==> src/rtl/rgb_sinp_if.sv <==
// Write-FIFO port bundle for the WS2812b receiver.
// The receiver is the master (writer); the FIFO side is the slave.
interface rgb_sinp_if;
   logic        in_wr_fifo_full;
   logic        out_wr_fifo_en;
   logic [31:0] out_wr_fifo_data;

   modport master (
      input  in_wr_fifo_full,
      output out_wr_fifo_en,
      output out_wr_fifo_data
   );

   modport slave (
      output in_wr_fifo_full,
      input  out_wr_fifo_en,
      input  out_wr_fifo_data
   );
endinterface

==> src/rtl/rgb_sinp.sv <==
// WS2812b serial receiver: decodes high-pulse widths into 24-bit GRB words and
// stream-reset markers, written to a FIFO. Optional macro: RGB_SINP_DROP_FLAG_EN.
//
// state  | meaning
// S_SYNC | waiting for a full stream-reset low period before decoding
// S_LOW  | line low between bits; watches for stream reset
// S_HIGH | line high; measuring pulse width
module rgb_sinp #(
   parameter int COUNTER_MAX       = 7800,
   parameter int STREAM_RESET_CLKS = 4800,
   parameter int MIN_HIGH_CLKS     = 10,
   parameter int BIT_THRESH_CLKS   = 58,
   parameter int MAX_HIGH_CLKS     = 150
) (
   input  logic       clk,
   input  logic       rst,
   input  logic       in_sig,
   rgb_sinp_if.master wr_fifo,
   output logic       out_frame_err
);

   localparam int            CW        = $clog2(COUNTER_MAX + 1);
   localparam logic [CW-1:0] L_CNT_MAX = CW'(COUNTER_MAX);
   localparam logic [CW-1:0] L_RST_M1  = CW'(STREAM_RESET_CLKS - 1);
   localparam logic [CW-1:0] L_MIN     = CW'(MIN_HIGH_CLKS);
   localparam logic [CW-1:0] L_THRESH  = CW'(BIT_THRESH_CLKS);
   localparam logic [CW-1:0] L_MAXH    = CW'(MAX_HIGH_CLKS);
   localparam logic [CW-1:0] L_OVER    = CW'(MAX_HIGH_CLKS + 1);

   typedef enum logic [1:0] {
      S_SYNC,
      S_LOW,
      S_HIGH
   } state_t;

   logic          r_sig_meta;
   logic          r_sig_s;
   logic          r_sig_d;
   logic [CW-1:0] r_hi_cnt;
   logic [CW-1:0] r_lo_cnt;
   state_t        r_state;
   logic [4:0]    r_bit_cnt;
   logic [22:0]   r_shift;
   logic          r_wr_req;
   logic          r_wr_rst;
   logic [23:0]   r_wr_grb;

   logic w_rise;
   logic w_fall;
   logic w_lo_hit;
   logic w_bit;
   logic w_drop;

   always_ff @(posedge clk or posedge rst) begin
      if (rst) begin
         r_sig_meta <= 1'b0;
         r_sig_s    <= 1'b0;
         r_sig_d    <= 1'b0;
      end else begin
         r_sig_meta <= in_sig;
         r_sig_s    <= r_sig_meta;
         r_sig_d    <= r_sig_s;
      end
   end

   assign w_rise = r_sig_s & ~r_sig_d;
   assign w_fall = ~r_sig_s & r_sig_d;
   // Fires on the cycle lo_cnt steps onto the reset length, so once per low period.
   assign w_lo_hit = ~r_sig_s & ~r_sig_d & (r_lo_cnt == L_RST_M1);
   assign w_bit    = (r_hi_cnt >= L_THRESH);

   always_ff @(posedge clk or posedge rst) begin
      if (rst) begin
         r_hi_cnt <= '0;
         r_lo_cnt <= '0;
      end else begin
         if (w_rise) begin
            r_hi_cnt <= CW'(1);
         end else if (r_sig_s && (r_hi_cnt != L_CNT_MAX)) begin
            r_hi_cnt <= r_hi_cnt + CW'(1);
         end

         if (w_fall) begin
            r_lo_cnt <= CW'(1);
         end else if (w_rise && (r_state == S_SYNC)) begin
            r_lo_cnt <= '0;
         end else if (!r_sig_s && (r_lo_cnt != L_CNT_MAX)) begin
            r_lo_cnt <= r_lo_cnt + CW'(1);
         end
      end
   end

   always_ff @(posedge clk or posedge rst) begin
      if (rst) begin
         r_state       <= S_SYNC;
         r_bit_cnt     <= '0;
         r_shift       <= '0;
         r_wr_req      <= 1'b0;
         r_wr_rst      <= 1'b0;
         r_wr_grb      <= '0;
         out_frame_err <= 1'b0;
      end else begin
         r_wr_req      <= 1'b0;
         out_frame_err <= 1'b0;
         case (r_state)
            S_SYNC: begin
               if (w_lo_hit) begin
                  r_wr_req  <= 1'b1;
                  r_wr_rst  <= 1'b1;
                  r_wr_grb  <= '0;
                  r_bit_cnt <= '0;
                  r_state   <= S_LOW;
               end
            end
            S_LOW: begin
               if (w_lo_hit) begin
                  r_wr_req  <= 1'b1;
                  r_wr_rst  <= 1'b1;
                  r_wr_grb  <= '0;
                  r_bit_cnt <= '0;
               end
               if (w_rise) begin
                  r_state <= S_HIGH;
               end
            end
            S_HIGH: begin
               if (w_fall) begin
                  r_state <= S_LOW;
                  if (r_hi_cnt < L_MIN) begin
                     r_state <= S_LOW;
                  end else if (r_hi_cnt <= L_MAXH) begin
                     r_shift <= {r_shift[21:0], w_bit};
                     if (r_bit_cnt == 5'd23) begin
                        r_wr_req  <= 1'b1;
                        r_wr_rst  <= 1'b0;
                        r_wr_grb  <= {r_shift, w_bit};
                        r_bit_cnt <= '0;
                     end else begin
                        r_bit_cnt <= r_bit_cnt + 5'd1;
                     end
                  end else begin
                     // Fell on the very cycle the count crossed the limit.
                     out_frame_err <= 1'b1;
                     r_bit_cnt     <= '0;
                     r_state       <= S_SYNC;
                  end
               end else if (r_hi_cnt == L_OVER) begin
                  out_frame_err <= 1'b1;
                  r_bit_cnt     <= '0;
                  r_state       <= S_SYNC;
               end
            end
            default: begin
               r_state <= S_SYNC;
            end
         endcase
      end
   end

`ifdef RGB_SINP_DROP_FLAG_EN
   logic r_drop;

   always_ff @(posedge clk or posedge rst) begin
      if (rst) begin
         r_drop <= 1'b0;
      end else if (r_wr_req) begin
         r_drop <= wr_fifo.in_wr_fifo_full;
      end
   end

   assign w_drop = r_drop;
`else
   assign w_drop = 1'b0;
`endif

   always_ff @(posedge clk or posedge rst) begin
      if (rst) begin
         wr_fifo.out_wr_fifo_en   <= 1'b0;
         wr_fifo.out_wr_fifo_data <= '0;
      end else begin
         wr_fifo.out_wr_fifo_en <= r_wr_req & ~wr_fifo.in_wr_fifo_full;
         if (r_wr_req && !wr_fifo.in_wr_fifo_full) begin
            wr_fifo.out_wr_fifo_data <= {1'b1, r_wr_rst, w_drop, 5'b0, r_wr_grb};
         end
      end
   end

endmodule
==> src/flat_wrapper.sv <==
// flat-port wrapper written by rule: the top's interface ports become plain ports
module rgb_sinp_flat 
#(
   parameter int COUNTER_MAX       = 7800,
   parameter int STREAM_RESET_CLKS = 4800,
   parameter int MIN_HIGH_CLKS     = 10,
   parameter int BIT_THRESH_CLKS   = 58,
   parameter int MAX_HIGH_CLKS     = 150
)
  (clk, rst, in_sig, out_frame_err, wr_fifo_in_wr_fifo_full, wr_fifo_out_wr_fifo_en, wr_fifo_out_wr_fifo_data);
  rgb_sinp_if wr_fifo_i ();
  input  logic clk;
  input  logic rst;
  input  logic in_sig;
  output logic out_frame_err;
  input wire logic [$bits(wr_fifo_i.in_wr_fifo_full)-1:0] wr_fifo_in_wr_fifo_full;
  output wire logic [$bits(wr_fifo_i.out_wr_fifo_en)-1:0] wr_fifo_out_wr_fifo_en;
  output wire logic [$bits(wr_fifo_i.out_wr_fifo_data)-1:0] wr_fifo_out_wr_fifo_data;
  assign wr_fifo_i.in_wr_fifo_full = wr_fifo_in_wr_fifo_full;
  assign wr_fifo_out_wr_fifo_en = wr_fifo_i.out_wr_fifo_en;
  assign wr_fifo_out_wr_fifo_data = wr_fifo_i.out_wr_fifo_data;
  rgb_sinp #(.COUNTER_MAX(COUNTER_MAX), .STREAM_RESET_CLKS(STREAM_RESET_CLKS), .MIN_HIGH_CLKS(MIN_HIGH_CLKS), .BIT_THRESH_CLKS(BIT_THRESH_CLKS), .MAX_HIGH_CLKS(MAX_HIGH_CLKS)) u_core (.clk(clk), .rst(rst), .in_sig(in_sig), .wr_fifo(wr_fifo_i), .out_frame_err(out_frame_err));
endmodule
==> config.mk <==
export PLATFORM = sky130hd
export DESIGN_NAME = rgb_sinp_flat
export DESIGN_NICKNAME = d
export VERILOG_FILES = /design/src/rtl/rgb_sinp_if.sv /design/src/rtl/rgb_sinp.sv /design/src/flat_wrapper.sv
export SDC_FILE = /design/constraint.sdc
export NUM_CORES = 1
export LEC_CHECK = 0
export BUFFER_PORTS_ARGS = -buffer_cell sky130_fd_sc_hd__buf_2
export CORE_MARGIN = 5
export CORE_UTILIZATION = 27
export CTS_CLUSTER_DIAMETER = 50
export DETAILED_ROUTE_END_ITERATION = 16
export GPL_TIMING_DRIVEN = 0
export HOLD_SLACK_MARGIN = 0.08
export PLACE_DENSITY = 0.41
export SYNTH_ARGS = -nofsm -noshare
export SYNTH_HDL_FRONTEND = slang
export SYNTH_SLANG_ARGS = --single-unit
==> constraint.sdc <==
create_clock -name clk -period 8.3 [get_ports clk]
set_clock_uncertainty 0.2 [all_clocks]
set_input_delay 0.83 -clock clk [delete_from_list [all_inputs] [get_ports clk]]
set_output_delay 0.83 -clock clk [all_outputs]
set_load 0.02 [all_outputs]
Word level (Yosys, flattened, before mapping)
Cells that the tools add are included.

Reduce and logical (&&, ||, !) cells: 15. Multiply operators: 0. $add $sub $neg: 3. Divide/modulo/power cells: 0. Mux-type cells: 42. Shifts and indexed selects: 0. Order comparisons: 3. Bitwise gates (word level): 9. Equality and inequality tests: 16.

Operators by type and width (count): two-way mux 24 bit (5); two-way mux 13 bit (5); one-hot mux 24 bit (2 select lines) (1); two-way mux 5 bit (6); adder 13 x 1 -> 13 bit, second input constant (2); inequality test 13 bit, second input constant (2); two-way mux 1 bit (16); == test 13 bit, second input constant (1); == test 13 x 8 -> 1 bit, second input constant (1); greater-or-equal comparator 13 x 6 -> 1 bit, second input constant (1); less-or-equal comparator 13 x 8 -> 1 bit, second input constant (1); < comparator 13 x 4 -> 1 bit, second input constant (1); inequality test 2 x 1 -> 1 bit, second input constant (6); two-way mux 2 bit (5); one-hot mux 5 bit (2 select lines) (1); AND reduction 4 bit (2); one-hot mux 2 bit (3 select lines) (1); AND reduction 6 bit (1); adder 5 x 1 -> 5 bit, second input constant (1); bitwise AND 1 bit (5); == test 5 bit, second input constant (1); logical AND 1 bit (4); inverter 1 bit (4); one-hot mux 1 bit (2 select lines) (2); other kinds (11) (13).

Flip-flop bits (word level): 113. ROM bits: 0. Input bits: 4. Memories: 0. Memory bits (writable): 0. Bits in latches: 0. Word-level logic and storage cells: 102. Output and inout bits: 34.

Logic depth before layout (Yosys ltp)
Depth in word-level cells: 6. Depth in mapped cells: 9. Mapped depth without buffers: 7.

Worst setup path after synthesis
No wires, ideal clock.

Path type: register -> register. Start point: register u_core.r_hi_cnt[9]. End point: register u_core.r_wr_grb[4]. Arrival time: 2.339 ns. Library setup time: 0.128 ns. Path slack: 5.633 ns. Data required time: 7.972 ns. Cell stages (with the launch flop): 6. Period minus slack after synthesis: 2.667 ns. Path buffers: 1. Path through: dfrtp_1 -> or4_1 -> or4_4 -> a2111oi_4 -> buf_2 -> o21ai_0.

Cells in the longest elaborated chain, start to end: 3. Elaborated cells on any way between the ends: 5. Those cells by class: order compare (2); eq/ne (2); reduce/logical (1).

Ends and longest elaborated chain: start, declared (RTL line rgb_sinp.sv:39) `logic [CW-1:0] r_hi_cnt;`; start signal, assigned (RTL line rgb_sinp.sv:80) `r_hi_cnt <= r_hi_cnt + CW'(1);`; < comparator 13 x 4 -> 1 bit / less-or-equal comparator 13 x 8 -> 1 bit (equally long branches) (RTL line rgb_sinp.sv:129, rgb_sinp.sv:131); inequality test 2 bit (no source line) / inequality test 2 x 1 -> 1 bit (equally long branches); AND reduction 6 bit (no source line) *; end signal, assigned (RTL line rgb_sinp.sv:136) `r_wr_grb <= {r_shift, w_bit};`; end, declared (RTL line rgb_sinp.sv:46) `logic [23:0] r_wr_grb;`.

Mark *: on every way between the ends. The rest lies on a longest branch, timed or not. A chain may end at the register's enable or synchronous reset.

Worst setup path in the final report
Start point: register u_core.r_hi_cnt[9]. End point: register u_core.r_wr_grb[9].

Same word-level chain as after synthesis.

==> metrics.csv <==
metric,value,unit
start_util,0.275,
rsz0062_at_grt,no,
fmaxAchievable,326,MHz
power_density,221,nW/um2
final-hold-violation-count,0,
routabilityCongestion,0.771,
grt_pass1_vias,3450,
max-cap-violations,0,
p_switching,0.309,mW
synth_top_area_share,0.568,
setup_viol,0,
ys_top_cells_by_count,"dfrtp_1 (113), nand2_1 (71), mux2_2 (48)",
num_vias,3354,
critPathMaxFanout,10,
die_w,146,um
fillerInstances,1848,
worstSetupEndpointType,flip-flop,
ys_top_cells_by_area,"dfrtp_1 (57%), mux2_2 (11%), nand2_1 (5.4%)",
post-route-drc-count,0,
drtIter0Drc,199,
place_area,5470,um2
cts_buffers,17,
p_leak,2.92,nW
ir_worst_vdd,0.137,mV
drive_gt1_frac,0.247,
tightest_slew,0.749,ns
synth_edf_count,0,
synth-async-reset-ratio,1.00,
start_kind,flip-flop,
fin_ws,5.23,ns
layout.nets,517,
port_buffers,31,
drtPass1Iterations,4,
wl_per_cell,13.9,um
antennaDiodeCount,0,
htreeDepth,4,
p_sw_frac,0.232,
total_power,1.34,mW
pwr-share-clk,0.534,
top_layer_used,met4,
routed_wl,10400,um
hold_buffers,0,
fin_tns_setup,0,ns
p_int,1.03,mW
clockRootBuffer,clkbuf_16,
run_status,"finished, final reports clean",
synth_top_area_cell,dfrtp_1,
synthCells,451,
clk_pin_slew_worst_paths,0.05,ns
wl_met2,5000,um
antenna_found_initial,0,
place_hpwl,6960,um
grt_usage,0.103,
grt_max_degree,73,
core,18100,um2
worstSkewPairLatency,0.41,ns
wl_met1,4920,um
die-area,21300,um2
finalCritPeriodShare,0.370,
critical_path.slowest_cell,a2111oi_4,
clk_path_buf_depth,2,
yosysMostFrequentCell,dfrtp_1,
design_area,6050,um2
pwr-share-seq,0.425,
relSlewSlack,0.496,
fin_crit,3.07,ns
ys.flop_type,dfrtp_1,
r2r_cells,5,
cts_resized,0,
antenna_left,0,
cp.arrival,3.16,ns
grt_pass1_wl,17800,um
drv_slew,0,
row_count,49,
pre_cts_ws,5.18,ns
dr_wl_met3,344,um
pwr-share-comb,0.041,
required,8.38,ns
io_pins,38,
yosys_warnings,0,
seq_area_frac_synth,0.568,
grt.overflow.total,0,
yosysUniqueCellTypes,49,
path_class,flip-flop to flip-flop,
die_y,146,um
clock-sinks,113,
critical_path.max_stage_delay,0.65,ns
cts_setup_buffers,0,
hp-class,flip-flop to flip-flop,
viasPerCell,4.48,
syn_to_final_growth,21.5,%
syn_area_per_cell,11.0,um2
path_cells,"or4_1, or4_4, a2111oi_4, buf_2, o21ai_0",
ys_ff_latch,113,
whs_path_depth,0,
netlist_area,4980,um2
cts_tree,built,
-- cell type report --
type	count	area, um2	share of cell area
Sequential cell	113	2830	0.467
Multi-Input combinational cell	302	1970	0.325
Clock inverter	12	136	0.0225
Buffer	27	150	0.0248
Tap cell	229	287	0.0474
Clock buffer	19	443	0.0732
Timing Repair Buffer	32	183	0.0302
Inverter	14	57.6	0.00951
-- per-layer routing --
metal,global-route usage,vias up
li1,-,1652
met1,0.133,1650
met2,0.163,44
met3,0.0333,8
met4,0.0375,0
met5,0,-
-- placed cells by master (no fill, tap or decap), types with 12 or more instances in the layout --
cell | netlist | final
dfrtp_1 | 113 | 113
nand2_1 | 71 | 71
mux2_2 | 48 | 48
o21ai_0 | 39 | 39
buf_2 | 2 | 33
nor2_1 | 27 | 27
clkbuf_16 | 0 | 17
clkbuf_1 | 14 | 15
xor2_1 | 15 | 15
inv_1 | 14 | 13
nand3_1 | 12 | 12
-- through the flow --
step,std cells,utilization,hold slack [ns]
after floorplan,456,-,0.131
after global placement,716,0.301,0.139
final,748,0.335,0.151
after CTS,748,0.335,0.157
after global routing,748,0.335,0.175
after detailed placement,717,0.303,0.144
-- kinds of logic after synthesis --
group | Yosys count | synth area share
AO/OA/AOI/OAI | 61 | 0.0749
other | 1 | 0.000753
multiplexers | 50 | 0.113
adder cells (fa/ha/maj) | 6 | 0.0151
flip-flops | 113 | 0.568
AND/OR/NAND/NOR | 159 | 0.153
XOR/XNOR | 20 | 0.0352
buffers and inverters | 41 | 0.0407
-- registers in the layout, summed over array words and instances, names as in the netlist, 2 cells and up --
name / cells
u_core.wr_fifo.out_wr_fifo_data: 26
u_core.r_wr_grb: 24
u_core.r_shift: 23
u_core.r_hi_cnt: 13
u_core.r_lo_cnt: 13
u_core.r_bit_cnt: 5
u_core.r_state: 2
-- power by group through the flow --
stage                     clock network, mW  logic [mW]  registers [mW]
final                                 0.713      0.0552           0.568
after global routing                  0.764      0.0645           0.569
after CTS                             0.738      0.0569           0.567
after detailed placement                  0      0.0566           0.577
after global placement                    0      0.0543           0.577
after floorplan                           0      0.0426           0.575
-- worst max-delay path, delay by kind of cell (launching register included) --
family | cells | cell delay, ns
flip-flops | 1 | 0.42
AO/OA/AOI/OAI | 2 | 0.77
buffers and inverters | 1 | 0.35
AND/OR/NAND/NOR | 2 | 1.21
-- final timing paths --
path	start	endpoint	slack, ns
setup reg to reg	u_core.r_hi_cnt[9]	u_core.r_wr_grb[9]	5.23
setup / recovery	u_core.r_hi_cnt[9]	u_core.r_wr_grb[9]	5.23
hold / removal	u_core.r_sig_meta	u_core.r_sig_s	0.15
max in group asynchronous	rst	u_core.r_shift[7]	6.97
hold reg to reg	u_core.r_sig_meta	u_core.r_sig_s	0.15
min in group asynchronous	rst	u_core.r_lo_cnt[9]	0.24
No activity file was read; power rests on OpenSTA's default activity.
